==> config.mk <==
export PLATFORM = sky130hd
export DESIGN_NAME = frame_pattern_decoder
export DESIGN_NICKNAME = d
export VERILOG_FILES = /design/src/rtl/frame_pattern_decoder_pkg.sv /design/src/rtl/frame_pattern_decoder_pattern_expect.sv /design/src/rtl/frame_pattern_decoder.sv
export SDC_FILE = /design/constraint.sdc
export NUM_CORES = 1
export LEC_CHECK = 0
export CORE_AREA = 2 2 64 66
export DETAILED_ROUTE_END_ITERATION = 12
export DIE_AREA = 0 0 66 68
export PLACE_DENSITY = 0.7
export REMOVE_ABC_BUFFERS = 1
export SETUP_SLACK_MARGIN = 0.1
export SYNTH_ARGS = -nofsm -noshare
export SYNTH_HDL_FRONTEND = slang
export SYNTH_SLANG_ARGS = --single-unit
==> constraint.sdc <==
create_clock -name clk -period 2.2 [get_ports clk]
set_input_delay 0.33 -clock clk [delete_from_list [all_inputs] [get_ports clk]]
set_output_delay 0.33 -clock clk [all_outputs]
set_load 0.005 [all_outputs]
==> src/rtl/frame_pattern_decoder_pkg.sv <==
// Shared constants for the frame pattern decoder: the float values it compares against,
// the pattern codes, the FSM state type and the result-encoding helper.
package frame_pattern_decoder_pkg;

    localparam int NUM_PATTERNS = 8;
    localparam int FRAME_WORDS  = 16;

    localparam logic [31:0] FP_0  = 32'h0000_0000;
    localparam logic [31:0] FP_1  = 32'h3F80_0000;
    localparam logic [31:0] FP_2  = 32'h4000_0000;
    localparam logic [31:0] FP_3  = 32'h4040_0000;
    localparam logic [31:0] FP_4  = 32'h4080_0000;
    localparam logic [31:0] FP_5  = 32'h40A0_0000;
    localparam logic [31:0] FP_6  = 32'h40C0_0000;
    localparam logic [31:0] FP_7  = 32'h40E0_0000;
    localparam logic [31:0] FP_8  = 32'h4100_0000;
    localparam logic [31:0] FP_9  = 32'h4110_0000;
    localparam logic [31:0] FP_10 = 32'h4120_0000;
    localparam logic [31:0] FP_11 = 32'h4130_0000;
    localparam logic [31:0] FP_12 = 32'h4140_0000;
    localparam logic [31:0] FP_13 = 32'h4150_0000;
    localparam logic [31:0] FP_14 = 32'h4160_0000;
    localparam logic [31:0] FP_15 = 32'h4170_0000;

    localparam logic [2:0] PAT_K0   = 3'd0;
    localparam logic [2:0] PAT_K1   = 3'd1;
    localparam logic [2:0] PAT_K2   = 3'd2;
    localparam logic [2:0] PAT_K3   = 3'd3;
    localparam logic [2:0] PAT_K4   = 3'd4;
    localparam logic [2:0] PAT_K5   = 3'd5;
    localparam logic [2:0] PAT_RAMP = 3'd6;
    localparam logic [2:0] PAT_SIX  = 3'd7;

    localparam logic [7:0] MASK_ALL = 8'hFF;

    typedef enum logic {
        ST_COLLECT = 1'b0,
        ST_RESULT  = 1'b1
    } state_t;

    // Exact single-precision encoding of the integer n (0..15).
    function automatic logic [31:0] fp_of_int(input logic [3:0] n);
        logic [31:0] v;
        case (n)
            4'd0:    v = FP_0;
            4'd1:    v = FP_1;
            4'd2:    v = FP_2;
            4'd3:    v = FP_3;
            4'd4:    v = FP_4;
            4'd5:    v = FP_5;
            4'd6:    v = FP_6;
            4'd7:    v = FP_7;
            4'd8:    v = FP_8;
            4'd9:    v = FP_9;
            4'd10:   v = FP_10;
            4'd11:   v = FP_11;
            4'd12:   v = FP_12;
            4'd13:   v = FP_13;
            4'd14:   v = FP_14;
            4'd15:   v = FP_15;
            default: v = FP_0;
        endcase
        return v;
    endfunction

    // Index of the lowest set bit; 0 for an empty mask.
    function automatic logic [2:0] lowest_set(input logic [7:0] m);
        logic [2:0] r;
        r = 3'd0;
        for (int b = 7; b >= 0; b--) begin
            if (m[b]) begin
                r = 3'(b);
            end else begin
                r = r;
            end
        end
        return r;
    endfunction

endpackage

==> src/rtl/frame_pattern_decoder_pattern_expect.sv <==
// Combinational lookup of the word pattern k expects at frame position i.
module pattern_expect
    import frame_pattern_decoder_pkg::*;
(
    input  logic [2:0]  i_k,
    input  logic [3:0]  i_idx,
    output logic [31:0] o_word
);

    // Constant patterns return float(k); the ramp returns float(i).
    always_comb begin
        o_word = FP_0;
        case (i_k)
            PAT_K0:   o_word = FP_0;
            PAT_K1:   o_word = FP_1;
            PAT_K2:   o_word = FP_2;
            PAT_K3:   o_word = FP_3;
            PAT_K4:   o_word = FP_4;
            PAT_K5:   o_word = FP_5;
            PAT_RAMP: o_word = fp_of_int(i_idx);
            PAT_SIX:  o_word = FP_6;
            default:  o_word = FP_0;
        endcase
    end

endmodule

==> src/rtl/frame_pattern_decoder.sv <==
// Classifies 16-word float frames against eight fixed patterns using a candidate mask
// that is narrowed word by word; one registered result per frame with valid/ready output.
module frame_pattern_decoder
    import frame_pattern_decoder_pkg::*;
#(
    parameter int CHECK_LAST = 1
) (
    input  logic        clk,
    input  logic        rst,
    input  logic        in_valid,
    output logic        in_ready,
    input  logic [31:0] in_data,
    input  logic        in_last,
    output logic        out_valid,
    input  logic        out_ready,
    output logic [2:0]  out_k,
    output logic        out_match,
    output logic        out_err_len
);

    state_t      r_state;
    logic [3:0]  r_idx;
    logic [7:0]  r_mask;
    logic        r_in_ready;
    logic        r_out_valid;
    logic [2:0]  r_out_k;
    logic        r_out_match;
    logic        r_out_err_len;

    logic [31:0] w_exp [NUM_PATTERNS];
    logic [7:0]  w_hit;
    logic [7:0]  w_mask_next;
    logic        w_accept;
    logic        w_at_last_idx;
    logic        w_end;
    logic        w_len_err;
    logic        w_match;

    for (genvar k = 0; k < NUM_PATTERNS; k++) begin : g_expect
        pattern_expect u_expect (
            .i_k    (3'(k)),
            .i_idx  (r_idx),
            .o_word (w_exp[k])
        );
    end

    // Per-word compare, mask narrowing and frame-end / length-error decode.
    always_comb begin
        w_hit = 8'h00;
        for (int k = 0; k < NUM_PATTERNS; k++) begin
            w_hit[k] = (in_data == w_exp[k]);
        end
        w_accept      = in_valid & r_in_ready;
        w_mask_next   = r_mask & w_hit;
        w_at_last_idx = (r_idx == 4'd15);
        if (CHECK_LAST != 0) begin
            w_end     = w_at_last_idx | in_last;
            w_len_err = w_at_last_idx ^ in_last;
        end else begin
            w_end     = w_at_last_idx;
            w_len_err = 1'b0;
        end
        w_match = (w_mask_next != 8'h00) & ~w_len_err;
    end

    // Collect/result FSM; the last word's compare feeds the result register directly.
    always_ff @(posedge clk or posedge rst) begin
        if (rst) begin
            r_state       <= ST_COLLECT;
            r_idx         <= 4'd0;
            r_mask        <= MASK_ALL;
            r_in_ready    <= 1'b1;
            r_out_valid   <= 1'b0;
            r_out_k       <= 3'd0;
            r_out_match   <= 1'b0;
            r_out_err_len <= 1'b0;
        end else begin
            case (r_state)
                ST_COLLECT: begin
                    if (w_accept) begin
                        if (w_end) begin
                            r_state       <= ST_RESULT;
                            r_idx         <= 4'd0;
                            r_mask        <= MASK_ALL;
                            r_in_ready    <= 1'b0;
                            r_out_valid   <= 1'b1;
                            r_out_match   <= w_match;
                            r_out_err_len <= w_len_err;
                            r_out_k       <= w_match ? lowest_set(w_mask_next) : 3'd0;
                        end else begin
                            r_idx  <= r_idx + 4'd1;
                            r_mask <= w_mask_next;
                        end
                    end else begin
                        r_state <= ST_COLLECT;
                    end
                end
                ST_RESULT: begin
                    if (out_ready) begin
                        r_state       <= ST_COLLECT;
                        r_idx         <= 4'd0;
                        r_mask        <= MASK_ALL;
                        r_in_ready    <= 1'b1;
                        r_out_valid   <= 1'b0;
                        r_out_k       <= 3'd0;
                        r_out_match   <= 1'b0;
                        r_out_err_len <= 1'b0;
                    end else begin
                        r_state <= ST_RESULT;
                    end
                end
                default: begin
                    r_state       <= ST_COLLECT;
                    r_idx         <= 4'd0;
                    r_mask        <= MASK_ALL;
                    r_in_ready    <= 1'b1;
                    r_out_valid   <= 1'b0;
                    r_out_k       <= 3'd0;
                    r_out_match   <= 1'b0;
                    r_out_err_len <= 1'b0;
                end
            endcase
        end
    end

    assign in_ready    = r_in_ready;
    assign out_valid   = r_out_valid;
    assign out_k       = r_out_k;
    assign out_match   = r_out_match;
    assign out_err_len = r_out_err_len;

endmodule

==> results of run 1 <==
## layout by cell type (no fill, tap or decap), drive strengths merged, types with 3 or more instances in the layout
cell,n
a21oi,9
buf,41
clkbuf,5
clkdlybuf4s50,34
dfrtp,11
dfstp,9
dlygate4sd2,3
dlymetal6s2s,3
ha,3
inv,6
nand2,21
nand2b,5
nand3,8
nand4b,3
nor2,21
nor3,8
nor4,7
o21ai,8
o22a,4
o31ai,3
or2,3
or3,3
## routing by layer
metal	GRT usage [%]	vias up
met5	0	-
met4	9.18	0
met3	3.45	9
met2	38.9	64
met1	26.4	787
li1	-	818
## kinds of logic (layout without fill, tap and decap cells)
kind of cell	count (synthesis)	after routing	share of synthesized area, %
flops	20	20	35.0
compound gates	41	41	20.4
mux	2	2	1.37
xor+xnor	2	2	1.20
fa+ha+maj	3	3	2.57
buf+inv	13	94	3.85
simple gates	95	95	35.6
## where the power goes
part	switching (mW)	internal, mW	total [mW]
Sequential	0.0825	0.550	0.633
Clock	0.129	0.243	0.372
Combinational	0.349	0.388	0.737
## per-stage QoR
step           setup slack, ns  cell area (um2)
2_1_floorplan            0.104             1430
3_3_place_gp            -0.372             2210
3_5_place_dp            -0.420             2210
4_1_cts                 0.0648             2340
5_1_grt                 0.0622             2430
6_report                 0.167             2430
## what timing repair did
action                                 4_1_cts  5_1_grt
setup endpoints to repair                    9        6
pin swaps                                    9       12
buffers inserted                             1        2
endpoints found under the hold margin        0        0
hold buffers                                 0        0
resized for setup                           18       24
## worst max-delay path, stage by stage (launching register included)
cell      delay, ns
dfrtp_1        0.39
inv_2          0.08
ha_4           0.15
o21bai_1       0.08
a211o_1        0.29
a2111o_1       0.43
nor4_4         0.26
nand4b_1       0.16
nand3_1        0.07
## flip-flops by register name, indices dropped and copies added (netlist names)
| signal | cells |
|---|---|
| r_state | 1 |
| r_mask | 8 |
| in_ready | 1 |
| r_idx | 4 |
| out_err_len | 1 |
| out_k | 3 |
| out_match | 1 |
| out_valid | 1 |
## cell type report
cell class | instances | area, um2 | area share [%]
well taps | 50 | 62.6 | 2.58
clock inverters | 1 | 30.0 | 1.24
clock buffers | 3 | 41.3 | 1.70
repair buffers | 84 | 736 | 30.3
inverters | 6 | 22.5 | 0.928
multi-input cells | 143 | 1020 | 42.1
flip-flops and latches | 20 | 514 | 21.2
## worst min path at each step
stage                     startpoint          end  slack, ns  cells after the start
after global placement     out_valid    out_valid       0.47                      2
after CTS                        rst    out_match       0.47                      2
after floorplan                  rst  out_err_len       0.29                      1
final                            rst    out_valid       0.45                      2
after global routing             rst    out_valid       0.52                      2
after detailed placement   out_valid    out_valid       0.47                      2
==> run_results.csv, run 1 <==
group,metric,value,unit
setup_path,cp_max_fo,5,
cells_and_area,syn_to_final_growth,66.1,%
clock_tree,cts-buffers-inserted,3,
clock_tree,clkLatencyLatePin,0.26,ns
sta,fin_crit_sh,92.4,%
synthesis,postSynthCellCount,176,
sta,clock_skew,0.00457,ns
clock_tree,clock-root-buffer,"clkbuf_8",
synthesis,avgSynthCellArea,8.30,um2
run_status,status,"finished clean",
die,io_pins,44,
clock_tree,htreeDepth,1,
sta,hold_slack,0.447,ns
placement,io_buffers,43,
synthesis,ys_top_cells_by_count,"nand2_1 (21), nor2_1 (21), dfrtp_1 (11)",
route,wl_met1,1.96,mm
setup_path,cp-start-kind,"register",
setup_path,worst-setup-path-type,"register to register",
synthesis,synth-async-reset-ratio,100,%
sta,setup_viol,0,
route,ant_nets,0,
hold_path,holdCritPathClass,"input pin to async pin",
setup_path,r2r_start,"r_idx[1]",
synthesis,synth_edf_count,0,
route,wl_met2,2.17,mm
sta,relSlewSlack,56.5,%
synthesis,yosysTopAreaCellShare,18.8,%
sta,rsz0062_at_grt,"true",
synthesis,synth_top_area_cell,"dfrtp_1",
setup_path,rr_endpoint,"out_k[0]",
placement,post-place-cells,300,
sta,max_freq,0.492,GHz
synthesis,synthTopCellsByArea,"dfrtp_1 (19%), dfstp_2 (16%), nand2_1 (5.4%)",
sta,finalSetupTns,0,ns
synthesis,synth_seq_cells,20,
clock_tree,clk_pin_slew_worst_paths,0.08,ns
die,fp.dieH,68,um
grt,track_usage,21.9,%
setup_path,crit_start,"r_idx[1]",
grt,grt_pass1_vias,1711,
synthesis,netlist_area,1460,um2
route,top_layer,"met4",
placement,gp_routability_congestion,0.860,
sta,slew_violations,0,
cells_and_area,nets,298,
cells_and_area,fillCellCount,362,
pwr,powerDensity,717,nW/um2
die,die_x,66,um
synthesis,synth_cell_type_count,49,
cells_and_area,n_antenna_cell,0,
cells_and_area,drive_gt1_share,33.1,%
route,wl_met3,348,um
grt,grt_antenna_before_repair,0,
die,dieArea,4490,um2
die,num_rows,23,
setup_path,worst-endpoint-arrival,2.18,ns
clock_tree,cts_tree,"built",
pwr,fin_total_pwr,1.74,mW
clock_tree,cts.sinks,20,
setup_path,rr_worst_depth,8,
route,drc,0,
setup_path,critical_path_required,2.35,ns
cells_and_area,fin_cells,307,
route,drt_iter0_drc,78,
placement,place_hpwl,3.50,mm
pwr,p_leak,0.998,nW
route,drtPass1Iterations,4,
route,vias,1678,
synthesis,synth_ff_type,"dfrtp_1",
synthesis,yosysSeqAreaShare,35.0,%
grt,grt_pass1_wl,7.60,mm
sta,hold_viol_final,0,
job,maxCapViolations,0,
setup_path,crit_path_end_kind,"register",
sta,worst_pin_slew,0.651,ns
route,routed_wl,4.58,mm
pwr,peakVddDrop,0.000554,V
setup_path,r2r_slack,0.17,ns
die,core_area,3860,um2
grt,gr-total-overflow,0,
cells_and_area,final_util,62.9,%
route,avgRoutedWirePerCell,14.9,um
setup_path,cp-endpoint,"out_k[0]",
sta,timing.final.crit_period,2.03,ns
grt,grt_start_max_net_pins,18,
route,via_per_inst,5.47,
synthesis,synth_warnings,0,
die,start_util,37.9,%
clock_tree,clockBufferDepth,2,
Power figures use the tool's default switching activity.
==> inputs of run 2 (changes only) <==
--- a/config.mk
+++ b/config.mk
@@ -5,12 +5,14 @@
 export SDC_FILE = /design/constraint.sdc
 export NUM_CORES = 1
 export LEC_CHECK = 0
-export CORE_AREA = 2 2 64 66
+export ABC_AREA = 1
+export CORE_AREA = 2 2 63 65
 export DETAILED_ROUTE_END_ITERATION = 12
-export DIE_AREA = 0 0 66 68
+export DIE_AREA = 0 0 65 67
 export PLACE_DENSITY = 0.7
 export REMOVE_ABC_BUFFERS = 1
 export SETUP_SLACK_MARGIN = 0.1
+export SLEW_MARGIN = 20
 export SYNTH_ARGS = -nofsm -noshare
 export SYNTH_HDL_FRONTEND = slang
 export SYNTH_SLANG_ARGS = --single-unit
==> run 2 against run 1 <==
Clock power down 1%. Sequential power fell by 1%. Register-to-register slack gained 0.16 ns. Critical path type unchanged.
==> run_results.csv, run 2 <==
group,metric,value,unit
run_status,status,"finished clean",
sta,hold_slack,0.484,ns
route,avgRoutedWirePerCell,11.5,um
route,via_per_inst,4.83,
route,ant_nets,0,
pwr,powerDensity,777,nW/um2
sta,hold_viol_final,0,
synthesis,synth_cell_type_count,25,
placement,io_buffers,43,
pwr,p_leak,0.929,nW
cells_and_area,drive_gt1_share,9.62,%
clock_tree,post_cts_buffers,0,
setup_path,rr_worst_depth,14,
die,fp.dieH,67,um
die,dieArea,4360,um2
grt,grt_pass1_wl,6.26,mm
die,num_rows,22,
placement,gp_routability_congestion,0.820,
synthesis,synth_compound_area_share,11.6,%
clock_tree,cts-buffers-inserted,3,
clock_tree,holdBufCountCts,0,
clock_tree,clockBufferDepth,2,
setup_path,critical_path_required,2.40,ns
synthesis,synth_seq_cells,20,
grt,gr-total-overflow,0,
synthesis,netlist_area,1400,um2
route,vias,1488,
synthesis,synth_edf_count,0,
synthesis,synth_fa_ha_area_share,2.69,%
setup_path,worst-endpoint-arrival,2.07,ns
cells_and_area,fillCellCount,368,
setup_path,crit_path_end_kind,"register",
route,drtPass1Iterations,4,
cells_and_area,syn_to_final_growth,41.4,%
cells_and_area,largest_register,"r_mask",
setup_path,rr_endpoint,"out_k[0]",
setup_path,worst-setup-path-type,"register to register",
grt,track_usage,18.6,%
synthesis,yosysTopAreaCellShare,19.7,%
hold_path,holdCritPathClass,"register to register",
setup_path,slowest_delay,0.42,ns
synthesis,yosysSeqAreaShare,36.6,%
synthesis,synth_top_area_cell,"dfrtp_1",
cells_and_area,n_antenna_cell,0,
setup_path,slowest_stage,"dfrtp_1",
sta,relSlewSlack,51.5,%
grt,grt_start_max_net_pins,21,
grt,grt_antenna_before_repair,0,
clock_tree,clkLatencyLatePin,0.26,ns
sta,finalSetupTns,0,ns
sta,setup_viol,0,
synthesis,synth-simple-area-share,39.3,%
route,drt_iter0_drc,74,
setup_path,r2r_slack,0.32,ns
route,drc,0,
route,routed_wl,3.53,mm
setup_path,cp-endpoint,"out_k[0]",
die,io_pins,44,
clock_tree,clk_pin_slew_worst_paths,0.08,ns
cells_and_area,largest_register_ffs,8,
synthesis,synth_top_family_by_area,"simple AND/OR/NAND/NOR gates",
synthesis,synth_xor_area_share,1.25,%
sta,max_freq,0.533,GHz
pwr,peakVddDrop,0.000563,V
sta,worst_pin_slew,0.727,ns
clock_tree,htreeDepth,1,
cells_and_area,nets,301,
cells_and_area,final_cell_mix,"nand2_1 (51), nor2_1 (47), clkdlybuf4s50_1 (43)",
sta,clock_skew,0.00746,ns
setup_path,cp-start-kind,"register",
synthesis,synth_ff_type,"dfrtp_1",
synthesis,synth-async-reset-ratio,100,%
sta,slew_violations,0,
setup_path,r2r_start,"r_idx[1]",
placement,place_hpwl,2.94,mm
synthesis,yosysMostFrequentCell,"nand2_1",
clock_tree,cts_tree,"built",
sta,rsz0062_at_grt,"false",
die,start_util,38.8,%
grt,grt_pass1_vias,1487,
die,die_x,65,um
synthesis,synthTopCellsByArea,"dfrtp_1 (20%), dfstp_2 (17%), nand2_1 (14%)",
cells_and_area,final_common_cell,"nand2_1",
cells_and_area,multiInputGateArea,767,um2
synthesis,postSynthCellCount,211,
synthesis,synth_warnings,0,
synthesis,ys_top_cells_by_count,"nand2_1 (51), nor2_1 (47), inv_1 (28)",
synthesis,avgSynthCellArea,6.62,um2
setup_path,crit_start,"r_idx[1]",
sta,fin_crit_sh,85.3,%
die,core_area,3610,um2
sta,timing.final.crit_period,1.88,ns
synthesis,yosys-mux-area-fraction,0,%
clock_tree,clock-root-buffer,"clkbuf_8",
clock_tree,cts.sinks,20,
setup_path,cp_max_fo,5,
cells_and_area,final-seq-area,513,um2
setup_path,cp_cell_sequence,"inv_1 -> ha_1 -> nand3_2 -> nand2_1 -> inv_1 -> nor2_1 -> nand2_1 -> nor2_1 -> nand3_2 -> nand3_2 -> nor2_1 -> nor2_2 -> nand3_1 -> nand2_1",
job,maxCapViolations,0,
run 2: cell types whose count changed in the layout (fill, tap and decap cells not counted), sizes merged, moves of 4 or more:
cell / change
nand2b: -5
buf: -38
clkdlybuf4s50: +9
nand2: +30
inv: +23
nor3: -4
nor4: -7
o22a: -4
nor2: +29
nand3: +8
run 2: layout make-up:
| type | count | share of cell area [%] |
|---|---|---|
| tap | 48 | 3.04 |
| sequential | 20 | 26.0 |
| clock inverter | 1 | 1.52 |
| clock buffer | 3 | 2.09 |
| inverter | 29 | 5.64 |
| timing repair buffer | 46 | 22.9 |
| multi-input combinational | 161 | 38.8 |
run 2: stage by stage:
| step | setup WS [ns] | cells | total power, mW | utilization [%] | instance area, um2 |
|---|---|---|---|---|---|
| after CTS | 0.278 | 308 | 1.55 | 54.8 | 1970 |
| after global placement | 0.239 | 304 | 1.16 | 52.8 | 1900 |
| after floorplan | 0.576 | 210 | 0.939 | - | 1390 |
| final | 0.324 | 308 | 1.53 | 54.8 | 1980 |
| after detailed placement | 0.184 | 304 | 1.17 | 52.8 | 1900 |
| after global routing | 0.120 | 308 | 1.66 | 54.8 | 1980 |
run 2: worst min path at each step:
| stage | from | endpoint | cells past startpoint |
|---|---|---|---|
| 2_1_floorplan | rst | out_err_len | 1 |
| 3_3_place_gp | out_valid | out_valid | 2 |
| 3_5_place_dp | out_k[1] | out_k[1] | 2 |
| 4_1_cts | out_k[1] | out_k[1] | 2 |
| 5_1_grt | r_mask[2] | r_mask[2] | 2 |
| 6_report | out_valid | out_valid | 2 |
run 2: layer usage:
layer  vias up  GRT usage (%)  share of wire [%]
li1        779              -                  -
met1       661           24.3                 47
met2        37           29.9                 46
met3        11           3.89                4.5
met4         0           7.45                2.1
met5         -              0                  0
run 2: timing repair:
| action | CTS | global route |
|---|---|---|
| resized for setup | 0 | 2 |
| setup endpoints to repair | 0 | 2 |
| endpoints found under the hold margin | 0 | 0 |
run 2: logic make-up (layout without fill, tap and decap cells):
kind of cell | after synthesis | count (layout)
simple gates | 127 | 127
buf+inv | 30 | 79
xor+xnor | 2 | 2
flops | 20 | 20
fa+ha+maj | 3 | 3
compound gates | 29 | 29
run 2: report_power, final:
part	switching, mW	internal [mW]
clock network	0.124	0.243
logic	0.286	0.257
registers	0.0749	0.550
run 2: critical path: cells and delay by family (launching register included):
kind | cells | cell delay [ns]
AND/OR/NAND/NOR | 11 | 0.99
flip-flops | 1 | 0.42
adder cells (fa/ha/maj) | 1 | 0.24
buffers and inverters | 2 | 0.18
==> inputs of run 3 (changes only) <==
--- a/config.mk
+++ b/config.mk
@@ -5,10 +5,9 @@
 export SDC_FILE = /design/constraint.sdc
 export NUM_CORES = 1
 export LEC_CHECK = 0
-export ABC_AREA = 1
-export CORE_AREA = 2 2 63 65
+export CORE_AREA = 2 2 64 66
 export DETAILED_ROUTE_END_ITERATION = 12
-export DIE_AREA = 0 0 65 67
+export DIE_AREA = 0 0 66 68
 export PLACE_DENSITY = 0.7
 export REMOVE_ABC_BUFFERS = 1
 export SETUP_SLACK_MARGIN = 0.1
==> results of run 3 <==
Final layout, timing and power as in run 1 (identical DEF).
